--- config.mk ---
export PLATFORM = sky130hd
export DESIGN_NAME = tug_rope_fsm
export DESIGN_NICKNAME = d
export VERILOG_FILES = /design/src/rtl/tug_rope_fsm.sv
export SDC_FILE = /design/constraint.sdc
export NUM_CORES = 1
export LEC_CHECK = 0
export ABC_AREA = 0
export BUFFER_PORTS_ARGS = -buffer_cell sky130_fd_sc_hd__buf_2
export CORE_ASPECT_RATIO = 1.2
export CORE_UTILIZATION = 50
export CTS_BUF_LIST = sky130_fd_sc_hd__clkbuf_8
export CTS_CLUSTER_DIAMETER = 80
export DETAILED_ROUTE_END_ITERATION = 10
export PLACE_DENSITY = 0.7
export SKIP_LAST_GASP = 1
export SLEW_MARGIN = 5
export SYNTH_ARGS = -nofsm -noshare
export SYNTH_HDL_FRONTEND = slang
export SYNTH_SLANG_ARGS = --single-unit
--- constraint.sdc ---
create_clock -name clk -period 2.4 [get_ports clk]
set_input_delay 0.12 -clock clk [delete_from_list [all_inputs] [get_ports clk]]
set_output_delay 0.12 -clock clk [all_outputs]
set_load 0.05 [all_outputs]
--- src/rtl/tug_rope_fsm.sv ---
// -----------------------------------------------------------------------------
// tug_rope_fsm
//
// Game core of the tug-of-war design. Converts the two players' debounced
// button levels into a rope position shown on a 7-LED bar, detects a win on
// either side and emits a single-cycle wingame pulse for the cheer animation.
//
// Parameters:
//   LOCKOUT_TICKS  slowen512 strobes during which both buttons are ignored
//                  after an accepted pull (0..15, 0 disables the lockout).
//
// Ports:
//   clk        in   system clock, rising edge
//   rst        in   synchronous active-high reset
//   slowen512  in   one-clk-wide 512 Hz strobe, paces the lockout counter
//   pbl        in   left button, debounced level, synchronous to clk
//   pbr        in   right button, debounced level, synchronous to clk
//   score      out  [6:0] rope LED pattern, bit 6 = leftmost LED
//   wingame    out  one-cycle pulse when a win is declared
//   winner     out  1 = right won, 0 = left won (meaningful in WIN only)
// -----------------------------------------------------------------------------
module tug_rope_fsm #(
   parameter int LOCKOUT_TICKS = 4
) (
   input  logic       clk,
   input  logic       rst,
   input  logic       slowen512,
   input  logic       pbl,
   input  logic       pbr,
   output logic [6:0] score,
   output logic       wingame,
   output logic       winner
);

   localparam logic [1:0] ST_PLAY = 2'd0;
   localparam logic [1:0] ST_LOCK = 2'd1;
   localparam logic [1:0] ST_WIN  = 2'd2;

   localparam logic [3:0] LOCK_LOAD = 4'(LOCKOUT_TICKS);
   localparam logic       LOCK_EN   = (LOCKOUT_TICKS != 0);

   localparam logic [2:0] POS_RESET = 3'd3;
   localparam logic [2:0] POS_LEFT_WIN  = 3'd6;
   localparam logic [2:0] POS_RIGHT_WIN = 3'd0;

   localparam logic [6:0] SCORE_RESET     = 7'b0001000;
   localparam logic [6:0] SCORE_LEFT_WIN  = 7'b1110000;
   localparam logic [6:0] SCORE_RIGHT_WIN = 7'b0000111;

   logic [1:0] state_reg,    state_next;
   logic [2:0] pos_reg,      pos_next;
   logic [6:0] score_reg,    score_next;
   logic       wingame_reg,  wingame_next;
   logic       winner_reg,   winner_next;
   logic [3:0] lock_cnt_reg, lock_cnt_next;

   // Previous button levels; reset to 1 so a button held through reset
   // does not register as a press when reset is released.
   logic       pbl_q;
   logic       pbr_q;

   logic       press_l;
   logic       press_r;
   logic       pull_valid;
   logic [2:0] pull_pos;
   logic [6:0] pos_onehot;

   assign press_l    = pbl & ~pbl_q;
   assign press_r    = pbr & ~pbr_q;
   // Simultaneous presses cancel out: neither side gains ground.
   assign pull_valid = press_l ^ press_r;

   always_comb begin
      pull_pos = pos_reg;
      if (press_l && !press_r) begin
         pull_pos = pos_reg + 3'd1;
      end else if (press_r && !press_l) begin
         pull_pos = pos_reg - 3'd1;
      end
   end

   // LED decode of the candidate position; only used for positions 1..5,
   // the end positions have their own wide "victory" patterns.
   genvar gi;
   generate
      for (gi = 0; gi < 7; gi = gi + 1) begin : g_onehot
         assign pos_onehot[gi] = (pull_pos == 3'(gi));
      end
   endgenerate

   always_comb begin
      state_next    = state_reg;
      pos_next      = pos_reg;
      score_next    = score_reg;
      winner_next   = winner_reg;
      lock_cnt_next = lock_cnt_reg;
      wingame_next  = 1'b0;

      case (state_reg)
         ST_PLAY: begin
            if (pull_valid) begin
               pos_next = pull_pos;
               if (pull_pos == POS_LEFT_WIN) begin
                  state_next   = ST_WIN;
                  score_next   = SCORE_LEFT_WIN;
                  winner_next  = 1'b0;
                  wingame_next = 1'b1;
               end else if (pull_pos == POS_RIGHT_WIN) begin
                  state_next   = ST_WIN;
                  score_next   = SCORE_RIGHT_WIN;
                  winner_next  = 1'b1;
                  wingame_next = 1'b1;
               end else begin
                  score_next    = pos_onehot;
                  lock_cnt_next = LOCK_LOAD;
                  state_next    = LOCK_EN ? ST_LOCK : ST_PLAY;
               end
            end
         end

         ST_LOCK: begin
            // Presses are dropped here; the edge registers still track the
            // buttons so a held button cannot fire once the lock expires.
            if (slowen512) begin
               if (lock_cnt_reg <= 4'd1) begin
                  lock_cnt_next = 4'd0;
                  state_next    = ST_PLAY;
               end else begin
                  lock_cnt_next = lock_cnt_reg - 4'd1;
               end
            end
         end

         ST_WIN: begin
            // Terminal until reset; everything frozen.
         end

         default: begin
            state_next = ST_PLAY;
         end
      endcase
   end

   always_ff @(posedge clk) begin
      if (rst) begin
         state_reg    <= ST_PLAY;
         pos_reg      <= POS_RESET;
         score_reg    <= SCORE_RESET;
         wingame_reg  <= 1'b0;
         winner_reg   <= 1'b0;
         lock_cnt_reg <= 4'd0;
         pbl_q        <= 1'b1;
         pbr_q        <= 1'b1;
      end else begin
         state_reg    <= state_next;
         pos_reg      <= pos_next;
         score_reg    <= score_next;
         wingame_reg  <= wingame_next;
         winner_reg   <= winner_next;
         lock_cnt_reg <= lock_cnt_next;
         pbl_q        <= pbl;
         pbr_q        <= pbr;
      end
   end

   assign score   = score_reg;
   assign wingame = wingame_reg;
   assign winner  = winner_reg;

endmodule

# Yosys cells after proc, flatten, opt, wreduce, memory -nomap -nowiden
# Cells that the tools add are included.
# word_totals
out_inout_bits	9
regBits	20
# classes
n_lt_le_gt_ge	1
n_eq_ne	13
n_reduce_logical	13
bitwise_logic	8
n_mux	20
add_sub_neg	3
# op_table
operator	count
4-bit two-way mux	5
2-bit two-way mux	5
2-bit inequality test, second input constant	5
3-bit == test, second input constant	3
4-bit case mux with 2 select lines	1
7-bit two-way mux	1
3-bit by 2-bit == test with 1-bit output, second input constant	2
3-bit two-way mux	2
6-bit two-way mux	1
2-bit case mux with 3 select lines	1
1-bit NOT	5
5-bit AND reduction	1
4-bit by 1-bit <= comparator with 1-bit output, second input constant	1
1-bit two-way mux	4
4-bit AND reduction	1
2-bit nonzero test	2
4-bit by 1-bit subtractor with 4-bit output, second input constant	1
3-bit by 1-bit adder with 3-bit output, second input constant	1
3-bit by 1-bit == test with 1-bit output, second input constant	1
3-bit zero test	1
3-bit AND reduction	1
3-bit OR reduction	1
3-bit by 1-bit subtractor with 3-bit output, second input constant	1
1-bit bitwise AND	2
7 further kinds	9

# Longest topological paths before layout
# logic_depth
word_depth	11
ltp_mapped	11

# Worst setup path before layout
# Ideal clock, no wire load.
# synth_timing
path_kind	register to register
startpoint	register pbr_q
endpoint	register lock_cnt_reg[1]
t_required_ps	2279
setup_ps	121
arrival_time_ps	2007
setup_slack_ps	272
stages_incl_launch_ff	11
synth_period_minus_slack_ps	2128
cell_sequence	dfxtp_1 -> nor2b_1 -> buf_2 -> inv_1 -> ha_1 -> nand3b_1 -> a221oi_4 -> nand2_2 -> a211oi_2 -> nor2_2 -> mux2_4
# synth_via
elab_chain_len	8
word_cells_on_any_way	14
classes_between	4 x eq/ne; 2 x mux; 3 x bitwise; 5 x reduce/logical
# synth_lines
element	line	rtl
from (decl)	60	logic pbr_q;
from (signal assigned)	162	pbr_q <= pbr;
1-bit NOT (*)	69	assign press_r = pbr & ~pbr_q;
1-bit bitwise AND (*)	69	
1-bit logical AND or 1-bit zero test (tied branches)	77, 75	
3-bit two-way mux or 1-bit logical AND (tied branches)	77, 75	
3-bit two-way mux	75	if (press_l && !press_r) begin
3-bit == test or 3-bit zero test (tied branches)	103, 108	
2-bit inequality test (no source line)	--	
5-bit AND reduction (no source line) (*)	--	
to (signal assigned)	160	lock_cnt_reg <= lock_cnt_next;
to (decl)	55	logic [3:0] lock_cnt_reg, lock_cnt_next;
# Mark *: on every way between the ends. The rest lies on a longest branch, timed or not.
# A chain may end at the register's enable or synchronous reset.

# Final worst setup path
# Ends and elaborated chain as after synthesis.

==> results_tabular.tex <==
\begin{tabular}{lr}
\hline
Metric & Value \\
\hline
\multicolumn{2}{l}{\textbf{Critical path}} \\
\quad CP endpoint kind & register \\
\quad Slowest library cell on the worst path & sky130\_fd\_sc\_hd\_\_a221oi\_4 \\
\quad Required time reported for the critical path endpoint & 2.56 ns \\
\quad CP peak stage delay & between 0.3 and 0.4 ns \\
\quad Setup CP Type & register to register \\
\quad Critical Path AT & 2.42 ns \\
\quad Top fanout value on the critical path & 8 \\
\quad Chain of cells forming the critical path & nor2b\_1 -> inv\_1 -> ha\_2 -> nand3b\_1 -> a221oi\_4 -> nand2\_2 -> a211oi\_2 -> nor2\_2 -> mux2\_4 \\
\quad Critical Path Start Type & register \\
\multicolumn{2}{l}{\textbf{Global routing}} \\
\quad GRT Residual Overflow & 0 \\
\quad Global-route usage over all layers & between 20\% and 30\% \\
\quad Vias in the first global route & 1,003 \\
\quad First-pass GRT wire length & 4290 um \\
\quad Pin count of the biggest net entering global routing & 23 \\
\quad Number of antenna violations at the first check in global routing & 0 \\
\multicolumn{2}{l}{\textbf{CTS}} \\
\quad Master cell of the clock root buffer & sky130\_fd\_sc\_hd\_\_clkbuf\_8 \\
\quad Longest Clk Path Bufs & 2 \\
\quad Clk slew on worst S/H paths & 0.08 ns \\
\quad Number of cells upsized or downsized after cts & 0 \\
\quad Clock network latency to the later pin of the worst-skew pair & around 0.26 ns \\
\quad TritonCTS clock tree & yes \\
\quad Number of clock sinks & 20 \\
\quad H-tree Lvls & 1 \\
\quad Number of clock buffers inserted by TritonCTS & 3 \\
\quad Post-cts hold buffer count & 0 \\
\quad Setup Fix Bufs, Post-CTS & 0 \\
\multicolumn{2}{l}{\textbf{Drt}} \\
\quad Via-to-Cell Ratio & between 5 and 6 \\
\quad Count of antenna-violating nets left after detailed routing & 0 \\
\quad Count of vias placed by the detailed router & 1,059 \\
\quad Routed len/inst & 13.5 um \\
\quad Total iterations of the first detailed-routing run & 4 \\
\quad Starting DRC count in detailed routing & 29 \\
\quad Number of remaining DRC errors & 0 \\
\quad Final WL & 2580 um \\
\multicolumn{2}{l}{\textbf{Floorplan}} \\
\quad Die footprint & 2600 um2 \\
\quad Area inside the core boundary & about 2300 um2 \\
\quad Overall die height & 55.6 um \\
\quad Initial Util & 52.5\% \\
\quad Die width & 46.7 um \\
\quad Standard-cell row count & 19 \\
\quad Boundary pin count & 14 \\
\multicolumn{2}{l}{\textbf{Timing}} \\
\quad Final period demand of the worst path & $\sim$2.3 ns \\
\quad Final number of hold-violating endpoints & 0 \\
\quad Final worst slack & 0.135 ns \\
\quad Worst slack on hold paths & 0.0557 ns \\
\quad Worst relative slew slack & 65.1\% \\
\quad Final-report max-slew violation count & 0 \\
\quad Slew at the pin closest to its max-slew limit & 0.519 ns \\
\quad Number of endpoints failing setup at the final stage & 0 \\
\quad Highest clock frequency the design can meet & approximately 440 MHz \\
\quad Tcrit/Tclk final & 94.4\% \\
\quad Post-Route Setup TNS & 0 ns \\
\quad Setup clock skew after layout & between 0.004 and 0.005 ns \\
\multicolumn{2}{l}{\textbf{Power}} \\
\quad Portion of total power attributed to the clock network & 31.3\% \\
\quad Leak Pwr & 0.563 nW \\
\quad Internal power of the cells & 0.579 mW \\
\quad Largest vdd supply drop & between 0.0005 and 0.0006 V \\
\quad Power share of the combinational group & roughly a quarter \\
\quad Pwr per Cell Area & 598 nW/um2 \\
\quad Net Sw Frac & between 20\% and 30\% \\
\quad Sequential power share & between 40 and 50\% \\
\quad Switching power & 0.248 mW \\
\multicolumn{2}{l}{\textbf{Logic synthesis}} \\
\quad Most numerous cell in the Yosys netlist & sky130\_fd\_sc\_hd\_\_dfxtp\_1 \\
\quad Commonest cells post-synth & sky130\_fd\_sc\_hd\_\_dfxtp\_1 (20), sky130\_fd\_sc\_hd\_\_nor2\_1 (17), sky130\_fd\_sc\_hd\_\_a21oi\_1 (11) \\
\quad Most used flip-flop cell after synthesis & sky130\_fd\_sc\_hd\_\_dfxtp\_1 \\
\quad Top cell type's share of synthesized area & 33.4\% \\
\quad Summed instance area of the synthesized netlist & $\sim$1200 um2 \\
\quad \#FFs+latches synth & 20 \\
\quad Number of library cell types mapped by synthesis & 47 \\
\quad Proportion of register bits with asynchronous set or reset after synthesis & 0\% \\
\quad Mapped Cells & 142 \\
\quad Most area-hungry cell type in the Yosys netlist & sky130\_fd\_sc\_hd\_\_dfxtp\_1 \\
\quad Seq/Total Area, Yosys & between 30\% and 40\% \\
\quad Syn nets & 153 \\
\quad Synthesized area divided by synthesized cell count & 8.44 um2 \\
\quad Top cells by area, synth & sky130\_fd\_sc\_hd\_\_dfxtp\_1 (33\%), sky130\_fd\_sc\_hd\_\_ha\_1 (6.3\%), sky130\_fd\_sc\_hd\_\_nor2\_1 (5.3\%) \\
\quad Synthesis warning total & 0 \\
\quad Number of enable flip-flop cells after synthesis & 0 \\
\multicolumn{2}{l}{\textbf{Cells and area}} \\
\quad Utilization after layout & 60.6\% \\
\quad Filler cell count in the final layout & around 230 \\
\quad Final design area excluding fillers & 1380 um2 \\
\quad Share of cells above drive strength 1 & between 20\% and 30\% \\
\quad Total inserted antenna cells & 0 \\
\quad Layout Nets & about 170 \\
\quad Relative area change from synthesis to final layout & 15.4\% \\
\quad Flip-flop count of the largest register, all copies and words added & 7 \\
\multicolumn{2}{l}{\textbf{Place}} \\
\quad Number of buffer cells added on primary ports & 13 \\
\quad Cell area after placement & between 1000 and 1500 um2 \\
\quad Routability cong. & 0.857 \\
\quad Total half-perimeter wirelength after legalization and detailed placement & 1890 um \\
\quad Worst setup slack before clock tree synthesis & 0.107 ns \\
\multicolumn{2}{l}{\textbf{Run status}} \\
\quad Status & complete, no violations \\
\multicolumn{2}{l}{\textbf{Hold path}} \\
\quad Worst min-delay path category & input pin to register \\
\multicolumn{2}{l}{\textbf{Flow run}} \\
\quad Maximum capacitance violations & 0 \\
\hline
\end{tabular}
-- layer usage --
layer	track usage, %	routed length (um)
met1	30.2	1190
met2	35.5	1300
met3	2.92	58
met4	8.57	38
met5	0	0
-- worst max-delay path: cells and delay by family, from the launching register on --
kind,cells,cell delay [ns]
compound gates,2,0.61
simple gates,4,0.60
flops,1,0.30
mux,1,0.30
fa+ha+maj,1,0.24
buf+inv,1,0.11
-- final cells by class --
class / count / area [um2] / share of cell area [%]
multi-input cells: 108 / 738 / 53.3
inverters: 7 / 26.3 / 1.90
well taps: 31 / 38.8 / 2.80
repair buffers: 21 / 125 / 9.04
clock buffers: 4 / 55.1 / 3.98
flip-flops and latches: 20 / 400 / 28.9
-- kinds of logic after synthesis --
logic type	synth area share (%)
AOI/OAI and AO/OA	21.4
buffers and inverters	5.43
DFF	33.4
muxes	2.09
adders and majority gates	7.10
xor gates and xnor gates	5.53
and+or+nand+nor	25.1
-- final timing paths --
| kind | startpoint | end | slack [ns] | cells after the start |
|---|---|---|---|---|
| max | pbr_q | lock_cnt_reg[1] | 0.14 | 9 |
| min | pbl | pbl_q | 0.06 | 2 |
| max reg2reg | pbr_q | lock_cnt_reg[1] | 0.14 | 9 |
| min reg2reg | score[5] | score[5] | 0.46 | 2 |
-- power by group through the flow --
stage	clock network, mW	logic, mW	registers (mW)
2_1_floorplan	0	0.136	0.389
3_3_place_gp	0	0.197	0.372
3_5_place_dp	0	0.200	0.372
4_1_cts	0.261	0.202	0.365
5_1_grt	0.273	0.220	0.368
6_report	0.259	0.203	0.365
-- cells in the final DEF (no fill, tap or decap), types with 2 or more instances in the layout --
| cell | n |
|---|---|
| sky130_fd_sc_hd__buf_2 | 13 |
| sky130_fd_sc_hd__or2_2 | 3 |
| sky130_fd_sc_hd__nand3_1 | 4 |
| sky130_fd_sc_hd__nor2b_1 | 2 |
| sky130_fd_sc_hd__and2_1 | 2 |
| sky130_fd_sc_hd__buf_4 | 8 |
| sky130_fd_sc_hd__dfxtp_1 | 20 |
| sky130_fd_sc_hd__xnor2_1 | 5 |
| sky130_fd_sc_hd__nor3_1 | 7 |
| sky130_fd_sc_hd__a31oi_1 | 3 |
| sky130_fd_sc_hd__ha_1 | 5 |
| sky130_fd_sc_hd__inv_1 | 7 |
| sky130_fd_sc_hd__clkbuf_8 | 4 |
| sky130_fd_sc_hd__or3_1 | 2 |
| sky130_fd_sc_hd__nor2_1 | 17 |
| sky130_fd_sc_hd__o21ai_0 | 4 |
| sky130_fd_sc_hd__a21oi_1 | 11 |
| sky130_fd_sc_hd__nand2_1 | 8 |
| sky130_fd_sc_hd__nand2b_1 | 4 |
| sky130_fd_sc_hd__o31ai_1 | 3 |
-- metrics by stage --
| step | power, mW | std cells |
|---|---|---|
| final | 0.827 | 191 |
| after global routing | 0.861 | 191 |
| after CTS | 0.828 | 191 |
| after detailed placement | 0.572 | 187 |
| after global placement | 0.569 | 187 |
| after floorplan | 0.525 | 142 |
No activity file was read; power rests on OpenSTA's default activity.
